File: src/rtl/uart_tx_frame_ctrl_if.sv
// Handshake and mux-drive bundle between the word source, the frame sequencer
// and the registered tx output mux.
interface uart_tx_frame_ctrl_if #(
  parameter int unsigned DATA_W = 8
);
  logic [DATA_W-1:0] p_data;
  logic              data_valid;
  logic              par_en;
  logic              par_typ;
  logic              tx_ready;
  logic [2:0]        mux_sel;
  logic              start_bit;
  logic              ser_data;
  logic              parity_bit;
  logic              stop_bit;

  modport master (
    output p_data, data_valid, par_en, par_typ,
    input  tx_ready, mux_sel, start_bit, ser_data, parity_bit, stop_bit
  );

  modport slave (
    input  p_data, data_valid, par_en, par_typ,
    output tx_ready, mux_sel, start_bit, ser_data, parity_bit, stop_bit
  );
endinterface

File: src/rtl/uart_tx_frame_ctrl.sv
// UART transmit frame sequencer: walks START, DATA (LSB first), optional PARITY
// and STOP, one bit per baud clock, and drives the select/bit inputs of the tx mux.
module uart_tx_frame_ctrl #(
  parameter int unsigned DATA_W = 8
) (
  input logic                 clk,
  input logic                 rst,
  uart_tx_frame_ctrl_if.slave bus
);

  localparam int unsigned CNT_W = $clog2(DATA_W);

  typedef enum logic [2:0] {
    IDLE   = 3'd0,
    START  = 3'd1,
    DATA   = 3'd2,
    PARITY = 3'd3,
    STOP   = 3'd4
  } state_t;

  state_t              state_q;
  state_t              state_d;
  logic [DATA_W-1:0]   shift_reg;
  logic [CNT_W-1:0]    bit_cnt;
  logic                parity_q;
  logic                par_en_q;
  logic                accept;
  logic                last_bit;
  logic                ready;
  logic [2:0]          sel;

  assign last_bit = (bit_cnt == CNT_W'(DATA_W - 1));
  assign accept   = bus.data_valid && ready;

  always_ff @(posedge clk or negedge rst) begin
    if (!rst) begin
      state_q <= IDLE;
    end else begin
      state_q <= state_d;
    end
  end

  // Unused encodings 5..7 fall to the default arm: not ready, mux idle, next IDLE.
  always_comb begin
    state_d = IDLE;
    ready   = 1'b0;
    sel     = 3'd0;
    case (state_q)
      IDLE: begin
        ready   = 1'b1;
        sel     = 3'd0;
        state_d = accept ? START : IDLE;
      end
      START: begin
        sel     = 3'd1;
        state_d = DATA;
      end
      DATA: begin
        sel = 3'd2;
        if (last_bit) begin
          state_d = par_en_q ? PARITY : STOP;
        end else begin
          state_d = DATA;
        end
      end
      PARITY: begin
        sel     = 3'd3;
        state_d = STOP;
      end
      STOP: begin
        ready   = 1'b1;
        sel     = 3'd4;
        state_d = accept ? START : IDLE;
      end
      default: begin
        ready   = 1'b0;
        sel     = 3'd0;
        state_d = IDLE;
      end
    endcase
  end

  always_ff @(posedge clk or negedge rst) begin
    if (!rst) begin
      shift_reg <= '0;
      bit_cnt   <= '0;
      parity_q  <= 1'b0;
      par_en_q  <= 1'b0;
    end else if (accept) begin
      shift_reg <= bus.p_data;
      bit_cnt   <= '0;
      parity_q  <= (^bus.p_data) ^ bus.par_typ;
      par_en_q  <= bus.par_en;
    end else if (state_q == DATA) begin
      shift_reg <= {1'b0, shift_reg[DATA_W-1:1]};
      bit_cnt   <= bit_cnt + CNT_W'(1);
    end
  end

  assign bus.tx_ready   = ready;
  assign bus.mux_sel    = sel;
  assign bus.start_bit  = 1'b0;
  assign bus.stop_bit   = 1'b1;
  assign bus.ser_data   = shift_reg[0];
  assign bus.parity_bit = parity_q;

endmodule

File: src/flat_wrapper.sv
// flat-port wrapper written by rule: the top's interface ports become plain ports
module uart_tx_frame_ctrl_flat 
#(
  parameter int unsigned DATA_W = 8
)
  (clk, rst, bus_p_data, bus_data_valid, bus_par_en, bus_par_typ, bus_tx_ready, bus_mux_sel, bus_start_bit, bus_ser_data, bus_parity_bit, bus_stop_bit);
  uart_tx_frame_ctrl_if #(.DATA_W(DATA_W)) bus_i ();
  input logic clk;
  input logic rst;
  input wire logic [$bits(bus_i.p_data)-1:0] bus_p_data;
  input wire logic [$bits(bus_i.data_valid)-1:0] bus_data_valid;
  input wire logic [$bits(bus_i.par_en)-1:0] bus_par_en;
  input wire logic [$bits(bus_i.par_typ)-1:0] bus_par_typ;
  output wire logic [$bits(bus_i.tx_ready)-1:0] bus_tx_ready;
  output wire logic [$bits(bus_i.mux_sel)-1:0] bus_mux_sel;
  output wire logic [$bits(bus_i.start_bit)-1:0] bus_start_bit;
  output wire logic [$bits(bus_i.ser_data)-1:0] bus_ser_data;
  output wire logic [$bits(bus_i.parity_bit)-1:0] bus_parity_bit;
  output wire logic [$bits(bus_i.stop_bit)-1:0] bus_stop_bit;
  assign bus_i.p_data = bus_p_data;
  assign bus_i.data_valid = bus_data_valid;
  assign bus_i.par_en = bus_par_en;
  assign bus_i.par_typ = bus_par_typ;
  assign bus_tx_ready = bus_i.tx_ready;
  assign bus_mux_sel = bus_i.mux_sel;
  assign bus_start_bit = bus_i.start_bit;
  assign bus_ser_data = bus_i.ser_data;
  assign bus_parity_bit = bus_i.parity_bit;
  assign bus_stop_bit = bus_i.stop_bit;
  uart_tx_frame_ctrl #(.DATA_W(DATA_W)) u_core (.clk(clk), .rst(rst), .bus(bus_i));
endmodule
File: config.mk
export PLATFORM = sky130hd
export DESIGN_NAME = uart_tx_frame_ctrl_flat
export DESIGN_NICKNAME = d
export VERILOG_FILES = /design/src/rtl/uart_tx_frame_ctrl_if.sv /design/src/rtl/uart_tx_frame_ctrl.sv /design/src/flat_wrapper.sv
export SDC_FILE = /design/constraint.sdc
export NUM_CORES = 1
export LEC_CHECK = 0
export ABC_AREA = 0
export BUFFER_PORTS_ARGS = -buffer_cell sky130_fd_sc_hd__buf_2
export CAP_MARGIN = 10
export CORE_MARGIN = 4
export CORE_UTILIZATION = 54
export CTS_CLUSTER_SIZE = 20
export DETAILED_ROUTE_END_ITERATION = 6
export GPL_ROUTABILITY_DRIVEN = 0
export PLACE_DENSITY = 0.83
export SLEW_MARGIN = 20
export SYNTH_ARGS = -nofsm -noshare
export SYNTH_HDL_FRONTEND = slang
export SYNTH_SLANG_ARGS = --single-unit
File: constraint.sdc
create_clock -name clk -period 4 [get_ports clk]
set_input_delay 1.2 -clock clk [delete_from_list [all_inputs] [get_ports clk]]
set_output_delay 1.2 -clock clk [all_outputs]
set_load 0.01 [all_outputs]
==> impl_metrics.env <==
export IMPL_min_period_over_period_pct=60.3
export IMPL_synthesis_area_um2=851
export IMPL_worst_setup_path_endpoint="bus_mux_sel[2]"
export IMPL_max_cap_violations=0
export IMPL_dieHeight_um=47.7
export IMPL_cellLeakagePower_nw=0.465
export IMPL_layout_setup_ws_ns=1.59
export IMPL_worstSetupEndpointType="output pin"
export IMPL_ys_warn_count=0
export IMPL_final_common_cell="sky130_fd_sc_hd__buf_2"
export IMPL_drt_pre_antenna_iters=4
export IMPL_per_cell_via_count_in_the_routed_design=5.69
export IMPL_drcViolationCount=0
export IMPL_via_count=614
export IMPL_timing_slew_headroom_pct=51.0
export IMPL_tns_ns=0
export IMPL_timing_rr_end="u_core.bit_cnt[1]$_DFFE_PN0P_"
export IMPL_n_antenna_cell=0
export IMPL_net_switching_power_figure_mw=0.265
export IMPL_flip_flop_count_of_the_largest_register_all_copies_and_words_added=8
export IMPL_combined_area_of_the_multi_input_logic_cells_um2=400
export IMPL_placementRows=14
export IMPL_critPathArrivalTime_ns=1.21
export IMPL_synth_seq_area_share_pct=47.1
export IMPL_synth_ff_latch_count=16
export IMPL_core_area_um2=1490
export IMPL_worst_setup_hold_path_clk_slew_ns=0.09
export IMPL_cts_root_to_sink_buffers=2
export IMPL_synth_area_per_cell_um2=11.2
export IMPL_grt_first_pass_wirelength_mm=2.42
export IMPL_grt_overflow_total=0
export IMPL_clock_insertion_delay_worst_skew_ns=0.28
export IMPL_number_of_antenna_violations_at_the_first_check_in_global_routing=0
export IMPL_power_per_cell_area_nw_per_um2=729
export IMPL_number_of_nets_at_the_end_of_the_flow=109
export IMPL_fmaxAchievable_ghz=0.415
export IMPL_reg2reg_setup_slack_ns=2.25
export IMPL_tightestPinTransition_ns=0.734
export IMPL_number_of_buffers_added_by_the_clock_tree_synthesis_step=3
export IMPL_first_global_vias=573
export IMPL_die_width_um=47.7
export IMPL_number_of_distinct_library_cells_after_synthesis=27
export IMPL_io_port_bufs=18
export IMPL_timing_final_setup_violations=0
export IMPL_power_share_switching_pct=38.5
export IMPL_mostFrequentLayoutCells="sky130_fd_sc_hd__buf_2 (18), sky130_fd_sc_hd__dfrtp_1 (16), sky130_fd_sc_hd__nand2_1 (7), sky130_fd_sc_hd__xnor2_1 (6), sky130_fd_sc_hd__mux2i_1 (5)"
export IMPL_worst_hold_path_type="flop to flop"
export IMPL_top_level_ports=21
export IMPL_preCtsSetupSlack_ns=1.51
export IMPL_drive_above_1_share_pct=27.2
export IMPL_post_synth_inst_count=76
export IMPL_crit_required_ns=2.80
export IMPL_pwr_share_comb_pct=44.7
export IMPL_dieArea_um2=2270
export IMPL_worst_r2r_cell_count=3
export IMPL_r2r_start="u_core.state_q[0]$_DFF_PN0_"
export IMPL_timing_final_max_slew_violations=0
export IMPL_route_final_wire_length_mm=1.53
export IMPL_n_fill_cell=126
export IMPL_crit_fanout=7
export IMPL_holdBufCountCts=0
export IMPL_syn_to_final_growth_pct=11.0
export IMPL_post_cts_resized_instances=0
export IMPL_peakVddDrop_v=0.000406
export IMPL_outcome="completed"
export IMPL_drtAntennaViolNets=0
export IMPL_worstSetupStartpointType="flop"
export IMPL_clock_share_of_power_pct=12.2
export IMPL_criticalPathCategory="flop to output pin"
export IMPL_initial_core_util_pct=57.1
export IMPL_clock_sinks=16
export IMPL_htree_levels=1
export IMPL_register_area_um2=400
export IMPL_tritoncts_clock_tree="built"
export IMPL_drt_initial_drc_count=3
export IMPL_final_min_clock_period_ns=2.41
export IMPL_hpwlAfterDp_mm=1.17
export IMPL_cts_root_buffer_cell="sky130_fd_sc_hd__clkbuf_4"
export IMPL_synth_nets=91
export IMPL_globalRouteTotalUtil_pct=15.5
export IMPL_wl_per_cell_um=14.2
export IMPL_startpoint="u_core.state_q[0]$_DFF_PN0_"
export IMPL_timing_final_hold_violations=0
export IMPL_finalClockSkew_ns=0.00148
export IMPL_seq_power_share_pct=43.1
export IMPL_postCtsSetupRepairBufs=0
export IMPL_maximum_number_of_pins_on_one_net_before_global_route_repair=20
export IMPL_p_int_mw=0.424
export IMPL_rsz0062_at_grt="no"
## synth_stat cells
cell                       number  area share, %
sky130_fd_sc_hd__nand2_1        7            3.1
sky130_fd_sc_hd__buf_4          3            2.6
sky130_fd_sc_hd__ha_1           2            2.9
sky130_fd_sc_hd__buf_2          1           0.59
sky130_fd_sc_hd__buf_6          1            1.3
sky130_fd_sc_hd__and2_1         1           0.74
sky130_fd_sc_hd__a22o_1         3            3.1
sky130_fd_sc_hd__mux2_4         1            1.8
sky130_fd_sc_hd__conb_1         2           0.88
sky130_fd_sc_hd__nand2b_1       1           0.74
sky130_fd_sc_hd__nor3b_4        2            4.4
sky130_fd_sc_hd__nor3_1         2            1.2
sky130_fd_sc_hd__mux2i_1        5            5.9
sky130_fd_sc_hd__xor2_1         1            1.0
sky130_fd_sc_hd__a221o_1        1            1.2
sky130_fd_sc_hd__o21ai_1        3            1.8
sky130_fd_sc_hd__a21oi_1        2            1.2
sky130_fd_sc_hd__nand3_1        1           0.59
sky130_fd_sc_hd__dfrtp_1       16             47
sky130_fd_sc_hd__a221oi_2       1            1.8
sky130_fd_sc_hd__inv_1          3            1.3
sky130_fd_sc_hd__xnor3_1        1            2.6
sky130_fd_sc_hd__xnor2_1        6            6.2
sky130_fd_sc_hd__a22oi_1        1           0.88
sky130_fd_sc_hd__o21ai_0        2            1.2
sky130_fd_sc_hd__nor2b_1        3            2.2
sky130_fd_sc_hd__nor2_1         4            1.8
## routing by layer
layer | GRT usage, % | vias up | share of wire (%)
met2 | 27.2 | 14 | 51
li1 | - | 286 | -
met4 | 4.84 | 0 | 0.91
met5 | 0 | - | 0
met1 | 18.9 | 312 | 42
met3 | 3.38 | 2 | 5.7
## worst max-delay path, cell delays in order (launching register included)
cell                      delay (ns)
sky130_fd_sc_hd__dfrtp_1        0.54
sky130_fd_sc_hd__nor2_1         0.10
sky130_fd_sc_hd__and2_1         0.17
sky130_fd_sc_hd__buf_2          0.13
## worst min path at each step
stage	start	endpoint	slack [ns]	cells past startpoint
after floorplan	u_core.shift_reg[1]$_DFFE_PN0P_	u_core.shift_reg[0]$_DFFE_PN0P_	0.46	2
after global placement	u_core.shift_reg[0]$_DFFE_PN0P_	u_core.shift_reg[0]$_DFFE_PN0P_	0.49	2
after detailed placement	u_core.shift_reg[0]$_DFFE_PN0P_	u_core.shift_reg[0]$_DFFE_PN0P_	0.49	2
after CTS	u_core.shift_reg[0]$_DFFE_PN0P_	u_core.shift_reg[0]$_DFFE_PN0P_	0.51	2
after global routing	u_core.shift_reg[0]$_DFFE_PN0P_	u_core.shift_reg[0]$_DFFE_PN0P_	0.55	2
final	u_core.shift_reg[0]$_DFFE_PN0P_	u_core.shift_reg[0]$_DFFE_PN0P_	0.51	2
## power by group through the flow
| stage | Sequential, mW | Combinational (mW) | Clock (mW) |
|---|---|---|---|
| floorplan | 0.282 | 0.256 | 0 |
| global placement | 0.297 | 0.294 | 0 |
| CTS | 0.297 | 0.311 | 0.0825 |
| finish | 0.296 | 0.308 | 0.0842 |
| detailed placement | 0.299 | 0.309 | 0 |
| global route | 0.308 | 0.344 | 0.0889 |
## cell families (layout without fill, tap and decap cells)
| kind of cell | count (synthesis) | in the layout | synth area share, % |
|---|---|---|---|
| adders and majority gates | 2 | 2 | 2.94 |
| and+or+nand+nor | 21 | 21 | 14.7 |
| xor gates and xnor gates | 8 | 8 | 9.85 |
| other | 2 | 2 | 0.883 |
| buffers and inverters | 8 | 24 | 5.88 |
| AOI/OAI and AO/OA | 13 | 13 | 11.0 |
| muxes | 6 | 6 | 7.65 |
| DFF | 16 | 16 | 47.1 |
## through the flow
stage | hold slack [ns] | power [mW] | std cells | cell area, um2 | util, %
2_1_floorplan | 0.461 | 0.538 | 76 | 851 | -
3_3_place_gp | 0.487 | 0.591 | 105 | 922 | 61.9
3_5_place_dp | 0.487 | 0.608 | 105 | 922 | 61.9
4_1_cts | 0.511 | 0.690 | 108 | 945 | 63.4
5_1_grt | 0.545 | 0.741 | 108 | 945 | 63.4
6_report | 0.506 | 0.688 | 108 | 945 | 63.4
## cell type report
class,instances,share of cell area [%]
flip-flops and latches,16,42.4
multi-input cells,52,42.4
repair buffers,18,9.54
clock buffers,3,2.38
well taps,16,2.12
inverters,3,1.19
No activity file was read; power rests on OpenSTA's default activity.
